$ cat src/rtl/vga2tmds.sv
// vga2tmds: DVI 1.0 TMDS encoder for one pixel per clk_pixel. Two-stage pipeline:
// transition minimisation (q_m), then DC balancing or control-symbol selection.

module vga2tmds_channel (
    input  logic       clk_pixel,
    input  logic       reset,
    input  logic [7:0] data,
    input  logic       blank,
    input  logic [1:0] ctrl,
    output logic [9:0] symbol
);
    localparam logic [9:0] CTRL_00 = 10'b1101010100;
    localparam logic [9:0] CTRL_01 = 10'b0010101011;
    localparam logic [9:0] CTRL_10 = 10'b0101010100;
    localparam logic [9:0] CTRL_11 = 10'b1010101011;

    function automatic logic [3:0] ones8(input logic [7:0] d);
        logic [3:0] n;
        n = 4'd0;
        for (int i = 0; i < 8; i++) n = n + {3'b000, d[i]};
        return n;
    endfunction

    function automatic logic [8:0] min_trans(input logic [7:0] d);
        logic [3:0] n;
        logic       use_xnor;
        logic [8:0] q;
        n        = ones8(d);
        use_xnor = (n > 4'd4) || (n == 4'd4 && !d[0]);
        q        = 9'd0;
        q[0]     = d[0];
        for (int i = 1; i < 8; i++) q[i] = use_xnor ? ~(q[i-1] ^ d[i]) : (q[i-1] ^ d[i]);
        q[8]     = ~use_xnor;
        return q;
    endfunction

    // Stage 1: q_m with blank and control bits carried alongside.
    logic [8:0] qm_q;
    logic       blank_q;
    logic [1:0] ctrl_q;

    always_ff @(posedge clk_pixel) begin
        if (reset) begin
            qm_q    <= 9'd0;
            blank_q <= 1'b1;
            ctrl_q  <= 2'b00;
        end else begin
            qm_q    <= min_trans(data);
            blank_q <= blank;
            ctrl_q  <= ctrl;
        end
    end

    // Stage 2: running disparity and final symbol.
    logic [3:0]        n1;
    logic [3:0]        n0;
    logic signed [4:0] diff;
    logic signed [4:0] cnt_q;
    logic signed [4:0] cnt_d;
    logic [9:0]        symbol_d;

    assign n1   = ones8(qm_q[7:0]);
    assign n0   = 4'd8 - n1;
    assign diff = $signed({1'b0, n1}) - $signed({1'b0, n0});

    always_comb begin
        symbol_d = CTRL_00;
        cnt_d    = cnt_q;
        if (blank_q) begin
            cnt_d = 5'sd0;
            case (ctrl_q)
                2'b00:   symbol_d = CTRL_00;
                2'b01:   symbol_d = CTRL_01;
                2'b10:   symbol_d = CTRL_10;
                default: symbol_d = CTRL_11;
            endcase
        end else if (cnt_q == 5'sd0 || n1 == n0) begin
            symbol_d = {~qm_q[8], qm_q[8], qm_q[8] ? qm_q[7:0] : ~qm_q[7:0]};
            cnt_d    = qm_q[8] ? (cnt_q + diff) : (cnt_q - diff);
        end else if ((cnt_q > 5'sd0 && n1 > n0) || (cnt_q < 5'sd0 && n0 > n1)) begin
            symbol_d = {1'b1, qm_q[8], ~qm_q[7:0]};
            cnt_d    = cnt_q - diff + (qm_q[8] ? 5'sd2 : 5'sd0);
        end else begin
            symbol_d = {1'b0, qm_q[8], qm_q[7:0]};
            cnt_d    = cnt_q + diff - (qm_q[8] ? 5'sd0 : 5'sd2);
        end
    end

    always_ff @(posedge clk_pixel) begin
        if (reset) begin
            cnt_q  <= 5'sd0;
            symbol <= CTRL_00;
        end else begin
            cnt_q  <= cnt_d;
            symbol <= symbol_d;
        end
    end
endmodule

module vga2tmds #(
    parameter logic [1:0] C_ctrl_green  = 2'b00,
    parameter logic [1:0] C_ctrl_red    = 2'b00,
    parameter bit         C_sync_invert = 1'b0
) (
    input  logic       clk_pixel,
    input  logic       reset,
    input  logic [7:0] in_red,
    input  logic [7:0] in_green,
    input  logic [7:0] in_blue,
    input  logic       in_blank,
    input  logic       in_hsync,
    input  logic       in_vsync,
    output logic [9:0] out_red,
    output logic [9:0] out_green,
    output logic [9:0] out_blue,
    output logic [9:0] out_clock
);
    // Syncs ride on the blue channel's control bits.
    logic [1:0] blue_ctrl;
    assign blue_ctrl = {in_vsync ^ C_sync_invert, in_hsync ^ C_sync_invert};

    vga2tmds_channel u_blue (
        .clk_pixel (clk_pixel),
        .reset     (reset),
        .data      (in_blue),
        .blank     (in_blank),
        .ctrl      (blue_ctrl),
        .symbol    (out_blue)
    );

    vga2tmds_channel u_green (
        .clk_pixel (clk_pixel),
        .reset     (reset),
        .data      (in_green),
        .blank     (in_blank),
        .ctrl      (C_ctrl_green),
        .symbol    (out_green)
    );

    vga2tmds_channel u_red (
        .clk_pixel (clk_pixel),
        .reset     (reset),
        .data      (in_red),
        .blank     (in_blank),
        .ctrl      (C_ctrl_red),
        .symbol    (out_red)
    );

    assign out_clock = 10'b0000011111;
endmodule
$ cat config.mk
export PLATFORM = sky130hd
export DESIGN_NAME = vga2tmds
export DESIGN_NICKNAME = d
export VERILOG_FILES = /design/src/rtl/vga2tmds.sv
export SDC_FILE = /design/constraint.sdc
export NUM_CORES = 1
export LEC_CHECK = 0
export CORE_MARGIN = 2
export CORE_UTILIZATION = 55
export CTS_CLUSTER_SIZE = 30
export DETAILED_ROUTE_END_ITERATION = 7
export PLACE_DENSITY = 0.89
export SETUP_SLACK_MARGIN = 0.02
export SLEW_MARGIN = 20
export SYNTH_ARGS = -nofsm -noshare
export SYNTH_HDL_FRONTEND = slang
export SYNTH_SLANG_ARGS = --single-unit
$ cat constraint.sdc
create_clock -name clk_pixel -period 7.35 [get_ports clk_pixel]
set_clock_uncertainty 0.1 [all_clocks]
set_input_delay 0.735 -clock clk_pixel [delete_from_list [all_inputs] [get_ports clk_pixel]]
set_output_delay 0.735 -clock clk_pixel [all_outputs]
set_load 0.01 [all_outputs]
# [Word level (Yosys, flattened, before mapping)]
# Index checks and enable logic that the tools add are counted.
[word_totals] register_bits=75 input_bits=29 output_inout_bits=40 word_cells=218
[op_classes] addsub=60 magnitude_cmp=15 eq_ne=8 n_mux=47 bitwise=51 reduce_logical=26
[ops] op="$add A4 B1 Y4" n=36
[ops] op="$mux W10" n=7
[ops] op="$mux W5" n=9
[ops] op="$add A5 B5 Y5" n=6
[ops] op="$pmux W10 S3" n=1
[ops] op="$sub A5 B5 Y5" n=6
[ops] op="$not A1 Y1" n=27
[ops] op="$gt A4 B4 Y1" n=6
[ops] op="$mux W8" n=3
[ops] op="$not A8 Y8" n=3
[ops] op="$mux W1" n=21
[ops] op="$xor A1 B1 Y1" n=21
[ops] op="$gt A5 B1 Y1 const B" n=3
[ops] op="$logic_not A5 Y1" n=3
[ops] op="$lt A5 B1 Y1 const B" n=3
[ops] op="$sub A4 B4 Y5" n=3
[ops] op="$add A1 B1 Y2" n=6
[ops] op="$eq A4 B3 Y1 const B" n=3
[ops] op="$eq A4 B4 Y1" n=3
[ops] op="$gt A4 B3 Y1 const B" n=3
[ops] op="$mux W2" n=6
[ops] op="$sub A4 B4 Y4 const A" n=3
[ops] op="$logic_and A1 B1 Y1" n=9
[ops] op="$logic_or A1 B1 Y1" n=9
[ops] op="5 further kinds" n=7

# [Depth between registers and ports, before layout]
# Gate-level depths: netlist of run 1.
[depth] ltp_word=29 depth_mapped=21 depth_no_buf=21

# [Cells and area by module]
# A second synthesis of run 1 with hierarchy kept.
[hier_totals] cells_unflattened=654 area_unflattened_um2=5925.7
[modules_own_cells] module="vga2tmds_channel (u_green ...)" n_inst=2 cells_each=211 area_each_um2=1944.4 seq_area_each_um2=540.5
[modules_own_cells] module="vga2tmds_channel (u_blue)" n_inst=1 cells_each=220 area_each_um2=1954.4 seq_area_each_um2=540.5
[modules_own_cells] module="vga2tmds" n_inst=1 cells_each=12 area_each_um2=82.6 seq_area_each_um2=0.0

# [Worst setup path before layout of run 1]
# OpenSTA, ideal clock, no wires.
[synth_timing] path_type="flip-flop to flip-flop" startpoint="reg u_blue.qm_q[0]" endpoint="reg u_blue.cnt_q[4]" setup_time_ns=0.061 arrival_time_ns=5.109 required_ns=7.189 setup_slack_ns=2.080 stages_incl_launch_ff=21 path_buffers=0 synth_period_minus_slack_ns=5.270 path_cell_list="dfxtp_1 -> ha_1 -> inv_1 -> fa_1 -> fa_1 -> fa_1 -> fa_1 -> xor2_1 -> inv_1 -> ha_1 -> nor2b_1 -> o21ai_0 -> o21ai_0 -> ha_1 -> xor2_1 -> and3_2 -> a211oi_1 -> o21ai_0 -> a21oi_1 -> or4b_1 -> nand2_1"
[synth_via] elab_chain_cells=13 word_cells_on_any_way=23 cone_classes="13 x add/sub; 2 x order compare; 1 x eq/ne; 3 x mux; 4 x reduce/logical"
[synth_lines] element="start, declared" line="38" rtl="logic [8:0] qm_q;"
[synth_lines] element="start signal, assigned" line="48" rtl="qm_q <= min_trans(data);"
[synth_lines] element="$add A1 B1 Y2 *" line="20" rtl="for (int i = 0; i < 8; i++) n = n + {3'b000, d[i]};"
[synth_lines] element="$add A4 B1 Y4 * (6 in series)" line="20"
[synth_lines] element="$sub A4 B4 Y4" line="63" rtl="assign n0 = 4'd8 - n1;"
[synth_lines] element="$sub A4 B4 Y5 or $gt A4 B4 Y1 (tied branches)" line="64, 80"
[synth_lines] element="$add A5 B5 Y5 (tied with other cells)" line="79, 85"
[synth_lines] element="$sub A5 B5 Y5 (tied with other cells)" line="85" rtl="cnt_d = cnt_q + diff - (qm_q[8] ? 5'sd0 : 5'sd2);"
[synth_lines] element="$mux W5" line="80" rtl="end else if ((cnt_q > 5'sd0 && n1 > n0) || (cnt_q < 5'sd0 && n0 > n1)) begin"
[synth_lines] element="$mux W5 *" line="77" rtl="end else if (cnt_q == 5'sd0 || n1 == n0) begin"
[synth_lines] element="end signal, assigned" line="94" rtl="cnt_q <= cnt_d;"
[synth_lines] element="end, declared" line="58" rtl="logic signed [4:0] cnt_q;"
# Every way passes the cells marked *; elsewhere a longest branch is shown, timed or not.
# A chain may end at the register's enable or synchronous reset.

# [Final worst setup path of run 1]
# Same ends and word-level chain as after synthesis.

==> summary by stage, run 1 <==
CTS
After clock tree synthesis, the setup repair step added 0 buffers. CTS built an H-tree with a depth of 3. TritonCTS built the clock tree.

The clock tree buffer depth is 2. The clock insertion delay at the later pin of the skew report is between 0.3 and 0.4 ns. The clock buffer count from CTS is 9.

The tree built by TritonCTS fans out to 75 sinks. The clock transition at the registers of the reported paths is 0.08 ns. Once the clock tree was built, the resizer swapped 0 gates to a different size. The total of hold buffers inserted after clock tree synthesis is 0.

The buffer cell driving the clock tree root is sky130_fd_sc_hd__clkbuf_8.

Timing
The post-route minimum period is 5.87 ns. Setup total negative slack on the finished layout was measured at 0 ns. The hold violation count in the final report is 0.

For the pin with the worst max-slew slack, the measured transition is approximately 0.76 ns. Of the available clock period, the critical path in the final layout requires between 70% and 80%. The achievable clock frequency is 170 MHz. The final count of pins violating max slew was 0. The setup violation total in the final timing report is 0.

Headroom to the max-slew limit came out at between 40% and 50%. The smallest setup slack after layout is 1.48 ns. Setup repair after global routing left no endpoint under its margin.

Synth
By count the netlist is led by sky130_fd_sc_hd__inv_1, sky130_fd_sc_hd__dfxtp_1, sky130_fd_sc_hd__nor2_1, sky130_fd_sc_hd__ha_1, sky130_fd_sc_hd__xnor2_1. After synthesis, the cell types taking the most area are sky130_fd_sc_hd__dfxtp_1, sky130_fd_sc_hd__ha_1, sky130_fd_sc_hd__fa_1. The fraction of the mapped netlist area in compound gates is 11.2%.

The count of different cell masters after synthesis is between 50 and 60. The area share of the leading cell type in the synthesized netlist is between 20 and 30%. After synthesis the cells add up to ~0.0053 mm^2.

Measured against the total synthesized area, the mux share comes to less than 1%. During synthesis, Yosys emitted a total of 0 warnings. In this run, synthesis produced a sequential element count of 75.

For this run, asynchronously set or reset flops after synthesis account for 0%. The dominant combinational cell family by area after synthesis is adder cells. Of the total synthesized cell area, the portion taken by XOR and XNOR cells is between 10% and 20%. The synthesized netlist devotes 12.5% of its cell area to simple gates. The most instantiated flip-flop cell in the synthesis netlist is sky130_fd_sc_hd__dfxtp_1. By instance count, the leading cell after synthesis is sky130_fd_sc_hd__inv_1.

The average instance area after synthesis is 8.94 um^2. The largest total area in the synthesized netlist belongs to sky130_fd_sc_hd__dfxtp_1. The synthesized netlist devotes 24.7% of its cell area to adder and majority cells. After synthesis, flip-flops and latches occupy between 20% and 30% of the total area. Counting every instance in the synthesized netlist gives 596. The synthesized design contains 0 enable-type register cells.

Detailed routing
Dividing the detail-routed via count by the number of cells gives approximately 5.2. The first-pass iteration count of the detailed router is 5. The initial detailed-routing violation count is 202. The count of vias placed by the detailed router is ~4100.

The wire length per cell is between 10 and 15 um. In the routed design, unresolved DRC markers number 0. The routed design has 10700 um of wire.

The sum of met3 wire segment lengths after detailed routing is 590 um. The total routed wire length on the met1 layer is between 4000 and 5000 um. Once detail routing completed, the nets flagged for antenna violations numbered 0.

The highest metal layer with signal wires is met4. The routed length on met2 is 5800 um.

Job
The number of max-capacitance violations reported is 0.

Global routing
Entering global routing, the biggest net connects 37 pins. The first global-routing pass estimated 18200 um of wire. The global-route usage over all layers is about 22%. The number of antenna violations at the first check in global routing is 0. For this run the aggregate overflow at the end of global routing stands at 0. The via count of the first global-routing pass is approximately 4200.

Placement
At the end of routability-driven placement, the weighted congestion stood at 0.904. The post-placement worst setup slack is 1.59 ns. After legalization and detailed placement, the total HPWL measured roughly 8400 um. The cell count after placement is just under 800. The count of buffers added on input and output ports is 58.

Cells and area
The post-route non-filler standard cell count is slightly below 800. The total number of nets in the final design is approximately 770. The ratio of cells with drive above 1 in the final layout is under 10%.

The area added between synthesis and finish is 16.6%. The number of filler cells placed in the layout is 722. The repair_antennas step left the layout with diodes totalling 0.

Die
In this run the core area contains 35 standard-cell rows. The effective utilization at floorplan is between 50% and 60%. The die is slightly above 100 um tall. The core region is about 0.0093 mm^2. The die covers about 0.010 mm^2. The die is about 100 um wide. The top-level port count is just under 70.

Critical path
The critical path's largest stage delay is ~0.54 ns. Of all nets on the critical path, the largest fanout is 5. STA classifies the critical path startpoint as a flop. The worst path required time is between 7 and 8 ns.

By startpoint and endpoint, the worst setup path is classified as reg2reg. The capturing element type of the critical path is a flop. The critical path goes through ha_1, inv_1, fa_1, fa_1, fa_1, fa_1, xor2_1, inv_1, ha_1, nor2b_1, o21ai_0, o21ai_0, ha_1, xor2_1, and3_2, a211oi_1, o21ai_0, a21oi_1, or4b_1, nand2_1. By instance count, the cell type seen most on the critical path is sky130_fd_sc_hd__fa_1.

The slowest stage of the critical path is the sky130_fd_sc_hd__fa_1 cell. The startpoint identified for the worst register-to-register timing path is u_blue.qm_q[0]. Data on the critical path arrives at its endpoint at between 6 and 7 ns. The timing startpoint of the critical path is u_blue.qm_q[0].

Outcome
The flow ran to the end, and the final reports show no timing, DRC or antenna violations.

Worst hold path
The startpoint identified for the worst hold timing path is u_green.cnt_q[0]. The tightest min-delay check is of the reg2reg type.
placed cells by master (no fill, tap or decap), types with 2 or more instances in the layout:
cell                              instances
sky130_fd_sc_hd__ha_1                    62
sky130_fd_sc_hd__clkdlybuf4s50_1         58
sky130_fd_sc_hd__or2_2                    2
sky130_fd_sc_hd__or3_1                    2
sky130_fd_sc_hd__nor4_1                   2
sky130_fd_sc_hd__and2_1                   5
sky130_fd_sc_hd__conb_1                  10
sky130_fd_sc_hd__nor3b_1                  5
sky130_fd_sc_hd__a211o_1                  3
sky130_fd_sc_hd__o21ai_0                 22
sky130_fd_sc_hd__clkbuf_8                10
sky130_fd_sc_hd__nor2b_1                 14
sky130_fd_sc_hd__and3_1                   2
sky130_fd_sc_hd__o21bai_1                 9
sky130_fd_sc_hd__a21o_1                   2
sky130_fd_sc_hd__o21a_1                   2
sky130_fd_sc_hd__xor2_1                  27
sky130_fd_sc_hd__nand3_1                  2
sky130_fd_sc_hd__o311ai_0                 2
sky130_fd_sc_hd__nand2_1                 27
sky130_fd_sc_hd__o211ai_1                 5
sky130_fd_sc_hd__inv_1                   91
sky130_fd_sc_hd__nand2b_1                 4
sky130_fd_sc_hd__xnor2_1                 54
sky130_fd_sc_hd__nor3_1                   2
sky130_fd_sc_hd__dfxtp_1                 75
sky130_fd_sc_hd__buf_4                    3
sky130_fd_sc_hd__a31oi_1                  2
sky130_fd_sc_hd__nor2_1                  63
sky130_fd_sc_hd__fa_1                    27
sky130_fd_sc_hd__bufinv_16                2
sky130_fd_sc_hd__a21oi_1                 24
sky130_fd_sc_hd__o22ai_1                  2
sky130_fd_sc_hd__a211oi_1                 7
sequential cells by signal (all words and copies together) (netlist names):
signal          count
u_blue.symbol      10
u_green.symbol     10
u_red.symbol       10
u_blue.qm_q         9
u_green.qm_q        9
u_red.qm_q          9
u_blue.cnt_q        5
u_green.cnt_q       5
u_red.cnt_q         5
u_blue.ctrl_q       2
u_blue.blank_q      1
cell type report:
| class | count | area [um^2] | share of cell area (%) |
|---|---|---|---|
| flip-flops and latches | 75 | 1500 | 24.2 |
| well taps | 129 | 161 | 2.60 |
| repair buffers | 61 | 603 | 9.71 |
| clock inverters | 6 | 96.3 | 1.55 |
| inverters | 91 | 342 | 5.50 |
| clock buffers | 10 | 138 | 2.22 |
| multi-input cells | 413 | 3370 | 54.3 |
stage by stage:
step / hold WS [ns] / util [%] / instance area (um^2)
final: 0.392 / 66.6 / 6210
after global routing: 0.411 / 66.6 / 6210
after CTS: 0.389 / 66.6 / 6210
after detailed placement: 0.365 / 64.1 / 5980
after global placement: 0.343 / 64.1 / 5980
after floorplan: 0.324 / - / 5360
path summary, 6_finish.rpt:
path | to | slack (ns) | cells after the start
setup / recovery | u_blue.cnt_q[4] | 1.48 | 20
hold / removal | u_green.cnt_q[0] | 0.39 | 1
setup reg to reg | u_blue.cnt_q[4] | 1.48 | 20
hold reg to reg | u_green.cnt_q[0] | 0.39 | 1
per-layer routing:
metal  vias to the layer above  track usage (%)
li1                       1971                -
met1                      1907             22.7
met2                       141             42.1
met3                        36             4.86
met4                         0             8.72
met5                         -                0
worst max-delay path, delay by kind of cell, from the launching register on:
family          cells  cell delay, ns
simple gates        4            1.03
flops               1            0.33
compound gates      5            0.54
buf+inv             2            0.15
xor+xnor            2            0.61
fa+ha+maj           7            3.06
logic make-up (layout without fill, tap and decap cells):
kind of cell / Yosys count / in the layout
compound gates: 90 / 90
xor+xnor: 82 / 82
fa+ha+maj: 89 / 89
buf+inv: 116 / 168
flops: 75 / 75
mux: 2 / 2
other cells: 2 / 10
simple gates: 140 / 140
Power of run 1 is left out: the tool's default activity adds up to more than one toggle a clock period on the data nets, which glitch-free logic cannot reach.
==> run 2: changes to the inputs <==
--- a/config.mk
+++ b/config.mk
@@ -6,10 +6,10 @@
 export NUM_CORES = 1
 export LEC_CHECK = 0
 export CORE_MARGIN = 2
-export CORE_UTILIZATION = 55
+export CORE_UTILIZATION = 51
 export CTS_CLUSTER_SIZE = 30
 export DETAILED_ROUTE_END_ITERATION = 7
-export PLACE_DENSITY = 0.89
+export PLACE_DENSITY = 0.87
 export SETUP_SLACK_MARGIN = 0.02
 export SLEW_MARGIN = 20
 export SYNTH_ARGS = -nofsm -noshare
==> constraint.sdc (replaced) <==
create_clock -name clk_pixel -period 5.05 [get_ports clk_pixel]
set_clock_uncertainty 0.1 [all_clocks]
set_input_delay 0.505 -clock clk_pixel [delete_from_list [all_inputs] [get_ports clk_pixel]]
set_output_delay 0.505 -clock clk_pixel [all_outputs]
set_load 0.01 [all_outputs]
==> summary by stage, run 2 (synthesis results as in run 1) <==
Outcome
The flow ran to the end, but the final reports show violations. The checks that failed: negative setup slack.

Critical path
The depth of the worst register-to-register path is 19 (-5.0%). The critical path arrival is 5.30 ns (-0.76 ns). The category of the most critical setup path is reg2reg.

The worst path required time is 5.26 ns (-2.28 ns). The maximum fanout along the worst path is 4 (-1). STA classifies the critical path startpoint as a flop. The reg-to-reg critical path startpoint is u_blue.qm_q[0].

The most critical setup path has its startpoint at u_blue.qm_q[0]. STA classifies the critical path endpoint as a flop.

CTS
The clock transition at the registers of the reported paths is 0.08 ns (about the same). The total clock sinks is 75 (unchanged). The total of hold buffers inserted after clock tree synthesis is 0 (unchanged). The deepest level of the CTS H-tree is 3 (unchanged).

CTS placed an instance of sky130_fd_sc_hd__clkbuf_8 at the clock tree root. The TritonCTS clock tree is yes. The clock insertion delay at the later pin of the skew report was 0.36 ns (about the same). The clock tree buffer depth came to 2 (unchanged).

The clock buffer count from CTS came to 9 (unchanged).

Die
The chip width is 106 um (+3.7%). The top-level port count is 69 (unchanged). The die outline area is 0.0113 mm^2 (+7.5%). The number of core rows came to 37 (+5.7%).

The die height is 106 um (+3.7%). The effective utilization at floorplan is 52.1% (-5.0 points). The area of the placeable core is 0.0102 mm^2 (+9.7%).

Cells and area
Leaving out fill and tap cells, the most frequent cell in the layout is sky130_fd_sc_hd__inv_1. The largest registers in the layout are u_blue.symbol (10), u_green.symbol (10), u_red.symbol (10). The area added between synthesis and finish is 22.1%. The antenna diode instance count is 0 (unchanged).

The total number of nets in the final design is 785 (+2.1%). In the layout the commonest cells are sky130_fd_sc_hd__inv_1, sky130_fd_sc_hd__dfxtp_1, sky130_fd_sc_hd__nor2_1, sky130_fd_sc_hd__ha_1, sky130_fd_sc_hd__clkdlybuf4s50_1. The ratio of cells with drive above 1 in the final layout is 10.3% (+5.5 points).

Detailed routing
The initial detailed-routing violation count is 222 (+9.9%). The detailed-route vias per instance is 5.13 (-0.69%). The final wirelength came to 11300 um (+5.8%). The remaining number of nets flagged by the antenna check after routing came to 0 (unchanged). The count of vias placed by the detailed router is 4145 (+2.2%). The number of remaining DRC errors is 0 (unchanged).

The first-pass iteration count of the detailed router is 4 (-1). The wire length per cell is 14.0 um (+2.8%).

Global routing
The global-route usage over all layers is 21.0% (-0.87 points). The total grt overflow is 0 (unchanged). The wire length of the first global-routing pass was 19000 um (+4.5%). The via count of the first global-routing pass is 4283 (+1.1%). The number of antenna violations at the first check in global routing is 0 (unchanged). The pin count of the biggest net entering global routing is 37 (unchanged).

Timing
The setup TNS was -0.0466 ns (-0.0466 ns). The post-route fraction of the period consumed by the critical path was 101% (+21 points). The achievable clock frequency is 196 MHz (+15%). The final count of pins violating max slew came to 0 (unchanged). The setup violation total in the final timing report was 1 (+1).

The smallest setup slack after layout was -0.0466 ns (-1.53 ns). Setup repair after global routing could not meet its margin everywhere. The hold violation count in the final report was 0 (unchanged).

The worst-margin pin slew is 0.610 ns (-0.150 ns). The worst slew margin relative to its limit is 59.3% (+10 points). The post-route minimum period is 5.10 ns (-0.769 ns).

Worst hold path
In this run the most critical hold path is launched from u_blue.cnt_q[0]. The worst hold path belongs to the class reg2reg. The number of cells traversed by the worst hold path is 1 (unchanged).

Placement
The HPWL reported at the end of detailed placement was 8220 um (-2.0%). The routability congestion estimate from global placement was 0.902 (-0.22%). The port buffer count was 58 (unchanged).

Job
The number of max-capacitance violations reported came to 0 (unchanged).
==> run 2: worst max-delay path, cell delays in order (launching register included) <==
cell                      delay (ns)
sky130_fd_sc_hd__dfxtp_2        0.35
sky130_fd_sc_hd__ha_4           0.26
sky130_fd_sc_hd__inv_2          0.03
sky130_fd_sc_hd__fa_1           0.51
sky130_fd_sc_hd__fa_1           0.44
sky130_fd_sc_hd__fa_2           0.41
sky130_fd_sc_hd__fa_2           0.62
sky130_fd_sc_hd__nand2_4        0.07
sky130_fd_sc_hd__ha_4           0.25
sky130_fd_sc_hd__nor2b_4        0.12
sky130_fd_sc_hd__o21ai_2        0.14
sky130_fd_sc_hd__o21ai_2        0.10
sky130_fd_sc_hd__ha_4           0.33
sky130_fd_sc_hd__nor2_4         0.05
sky130_fd_sc_hd__a32oi_2        0.26
sky130_fd_sc_hd__nor2_2         0.11
sky130_fd_sc_hd__xor2_1         0.20
sky130_fd_sc_hd__nor3b_2        0.09
sky130_fd_sc_hd__or4b_1         0.52
sky130_fd_sc_hd__nand2_1        0.08
==> run 2: worst paths after layout <==
check	to	slack, ns
worst max-delay path	u_blue.cnt_q[4]	-0.05
worst min-delay path	u_blue.cnt_q[0]	0.37
worst max register to register	u_blue.cnt_q[4]	-0.05
worst min register to register	u_blue.cnt_q[0]	0.37
==> run 2: through the flow <==
step | util (%) | hold slack (ns) | instances | setup slack (ns) | instance area [um^2]
global route | 63.6 | 0.396 | 808 | -0.195 | 6500
floorplan | - | 0.324 | 604 | 0.0219 | 5400
finish | 63.6 | 0.370 | 808 | -0.0466 | 6500
global placement | 59.5 | 0.349 | 785 | 0.0296 | 6090
CTS | 62.2 | 0.374 | 803 | 0.0604 | 6360
detailed placement | 59.5 | 0.348 | 785 | -0.168 | 6090
==> run 2: layout make-up <==
| cell class | instances | area (um^2) |
|---|---|---|
| clock inverters | 5 | 108 |
| multi-input cells | 413 | 3520 |
| well taps | 136 | 170 |
| flip-flops and latches | 75 | 1500 |
| fillers | 797 | 3730 |
| inverters | 91 | 342 |
| repair buffers | 77 | 723 |
| clock buffers | 11 | 141 |
==> run 2: layer usage <==
metal / track usage (%) / share of wire [%]
met5: 0 / 0
met4: 7.52 / 3.9
met3: 3.86 / 3.3
met2: 40.4 / 54
met1: 22.7 / 39
==> run 2: repair_timing <==
item                                    CTS  global route
setup buffers                             2             5
pin swaps                                 7            16
resized for setup                         7            20
endpoints found under the setup margin    1             2
Power of run 2 is left out for the same reason.
==> run 3: changes to the inputs <==
--- a/config.mk
+++ b/config.mk
@@ -10,6 +10,7 @@
 export CTS_CLUSTER_SIZE = 30
 export DETAILED_ROUTE_END_ITERATION = 7
 export PLACE_DENSITY = 0.87
+export REMOVE_ABC_BUFFERS = 1
 export SETUP_SLACK_MARGIN = 0.02
 export SLEW_MARGIN = 20
 export SYNTH_ARGS = -nofsm -noshare
==> constraint.sdc (replaced) <==
create_clock -name clk_pixel -period 4.35 [get_ports clk_pixel]
set_clock_uncertainty 0.1 [all_clocks]
set_input_delay 0.435 -clock clk_pixel [delete_from_list [all_inputs] [get_ports clk_pixel]]
set_output_delay 0.435 -clock clk_pixel [all_outputs]
set_load 0.01 [all_outputs]
==> summary by stage, run 3 (synthesis results as in run 1) <==
Cells and area
The total number of nets in the final design is 811 (+3.3%). In the final layout, the registers with the most flip-flops are u_blue.symbol (10), u_green.symbol (10), u_red.symbol (10). The number of filler cells placed in the layout is 763 (-4.3%). The area added between synthesis and finish is 27.0%. The multi-input combinational cell area is 0.00361 mm^2 (+2.8%). The post-route standard cell area excluding fillers is 0.00676 mm^2 (+4.0%). The ratio of cells with drive above 1 in the final layout is 15.9% (+5.7 points). The area taken by flip-flops and latches was 0.00150 mm^2 (unchanged).

In the layout the commonest cells are sky130_fd_sc_hd__inv_1, sky130_fd_sc_hd__dfxtp_1, sky130_fd_sc_hd__nor2_1, sky130_fd_sc_hd__ha_1, sky130_fd_sc_hd__clkdlybuf4s50_1. The antenna diode instance count was 0 (unchanged). The most common cell after layout, fill and taps aside is sky130_fd_sc_hd__inv_1.

Critical path
The critical path arrival is 5.21 ns (-0.09 ns). STA classifies the critical path endpoint as a flop. The worst path required time is 4.55 ns (-0.71 ns). The category of the most critical setup path is reg2reg. The cell family contributing the most delay on the critical path is adder cells. Traced cell by cell, the critical path runs through ha_4, inv_2, fa_1, fa_1, fa_2, fa_2, nand2_4, ha_4, nor2b_4, o21ai_1, o21ai_1, ha_1, nor2_1, a32oi_2, nor2_1, xor2_1, nor3b_1, or4b_1, nand2_1. The count of buffer and inverter cells on the critical path is 1 (unchanged). The maximum fanout along the worst path was 4 (unchanged). The cell at the slowest stage of the critical path is sky130_fd_sc_hd__fa_2. The critical path launch point type is a flop.

The critical path's largest stage delay is 0.61 ns (about the same).

Detailed routing
The final wirelength is 11900 um (+4.7%). The wire length per cell was 14.2 um (+1.5%). The first-pass iteration count of the detailed router is 4 (unchanged). The initial detailed-routing violation count was 181 (-18%). The count of vias placed by the detailed router is 4230 (+2.1%). The number of remaining DRC errors is 0 (unchanged). The detailed-route vias per instance is 5.08 (-1.0%). The remaining number of nets flagged by the antenna check after routing came to 0 (unchanged).

Placement
The routability congestion estimate from global placement is 0.890 (-1.4%). The port buffer count was 58 (unchanged). The cell area after placement is 0.00625 mm^2 (+2.7%).

The HPWL reported at the end of detailed placement is 8680 um (+5.6%).

Global routing
The via count of the first global-routing pass came to 4376 (+2.2%). The wire length of the first global-routing pass is 19100 um (+0.47%). The number of antenna violations at the first check in global routing was 0 (unchanged). The global-route usage over all layers is 21.2% (+0.17 points). The total grt overflow is 0 (unchanged).

The pin count of the biggest net entering global routing is 37 (unchanged).

CTS
The total clock sinks is 75 (unchanged). The total of hold buffers inserted after clock tree synthesis was 0 (unchanged). The clock transition at the registers of the reported paths came to 0.09 ns (about the same). The TritonCTS clock tree is yes. The clock buffer count from CTS is 9 (unchanged).

The clock tree buffer depth is 2 (unchanged). The clock insertion delay at the later pin of the skew report was 0.37 ns (about the same). The buffer cell driving the clock tree root is sky130_fd_sc_hd__clkbuf_8.

The deepest level of the CTS H-tree came to 3 (unchanged).

Timing
The setup violation total in the final timing report is 12 (+11). The worst-margin pin slew was 0.561 ns (-0.0485 ns). The final count of pins violating max slew was 0 (unchanged). Setup repair after global routing could not meet its margin everywhere. The smallest setup slack after layout is -0.659 ns (-0.613 ns).

The post-route fraction of the period consumed by the critical path is 115% (+14 points). The hold violation count in the final report is 0 (unchanged). The post-route minimum period is 5.01 ns (-0.0873 ns).

The achievable clock frequency is 200 MHz (+1.7%). The worst slew margin relative to its limit is 62.6% (+3.2 points).

Die
The die height is 106 um (unchanged). The chip width came to 106 um (unchanged). The area of the placeable core is 0.0102 mm^2 (unchanged). The top-level port count came to 69 (unchanged).

The number of core rows came to 37 (unchanged). The effective utilization at floorplan came to 52.1% (unchanged). The die outline area is 0.0113 mm^2 (unchanged).

Outcome
The flow ran to the end, but the final reports show violations. The checks that failed: negative setup slack.

Job
The number of max-capacitance violations reported came to 0 (unchanged).

Worst hold path
The classification of the worst-slack hold path is reg2reg.
==> run 3: changes by cell type in the layout (fill, tap and decap cells not counted), moves of 3 or more <==
cell                      before  now
sky130_fd_sc_hd__xnor2_2       0   10
sky130_fd_sc_hd__xnor2_1      54   44
sky130_fd_sc_hd__o21ai_0      19   10
sky130_fd_sc_hd__a21oi_1      22   19
sky130_fd_sc_hd__buf_4        19   40
sky130_fd_sc_hd__o21ai_1       0   11
sky130_fd_sc_hd__xor2_2        2    5
sky130_fd_sc_hd__buf_6         0    4
==> run 3: metrics by stage <==
stage / setup TNS (ns) / setup WS, ns / std cells / hold WS [ns] / utilization (%)
floorplan: -12.07 / -1.20 / 579 / 0.324 / -
global placement: -4.38 / -0.774 / 810 / 0.341 / 61.1
detailed placement: -6.78 / -0.955 / 810 / 0.346 / 61.1
CTS: -2.10 / -0.527 / 830 / 0.376 / 64.0
global route: -4.32 / -0.783 / 833 / 0.398 / 66.1
finish: -2.73 / -0.659 / 833 / 0.374 / 66.1
==> run 3: layout make-up <==
| type | count | area share (%) |
|---|---|---|
| multi-input cells | 413 | 53.4 |
| well taps | 136 | 2.52 |
| repair buffers | 103 | 14.0 |
| flip-flops and latches | 75 | 22.2 |
| clock buffers | 9 | 1.83 |
| clock inverters | 6 | 0.962 |
| inverters | 91 | 5.05 |
==> run 3: worst paths after layout <==
path	start	endpoint	slack, ns	cells after the start
max	u_blue.qm_q[1]	u_blue.cnt_q[4]	-0.66	19
min	u_red.cnt_q[0]	u_red.cnt_q[0]	0.37	1
min reg2reg	u_red.cnt_q[0]	u_red.cnt_q[0]	0.37	1
max reg2reg	u_blue.qm_q[1]	u_blue.cnt_q[4]	-0.66	19
==> run 3: repair_timing <==
item | 4_1_cts | 5_1_grt
gates cloned | 1 | 0
endpoints found under the setup margin | 13 | 27
buffers inserted | 6 | 5
pin swaps | 19 | 8
gates resized for setup | 23 | 43
==> run 3: per-layer routing <==
| layer | track usage (%) | vias to the layer above | share of wire, % |
|---|---|---|---|
| li1 | - | 2054 | - |
| met5 | 0 | - | 0 |
| met2 | 40.4 | 131 | 54 |
| met4 | 9.68 | 0 | 2.0 |
| met1 | 22.1 | 2015 | 40 |
| met3 | 4.17 | 30 | 4.5 |
Power of run 3 is left out for the same reason.
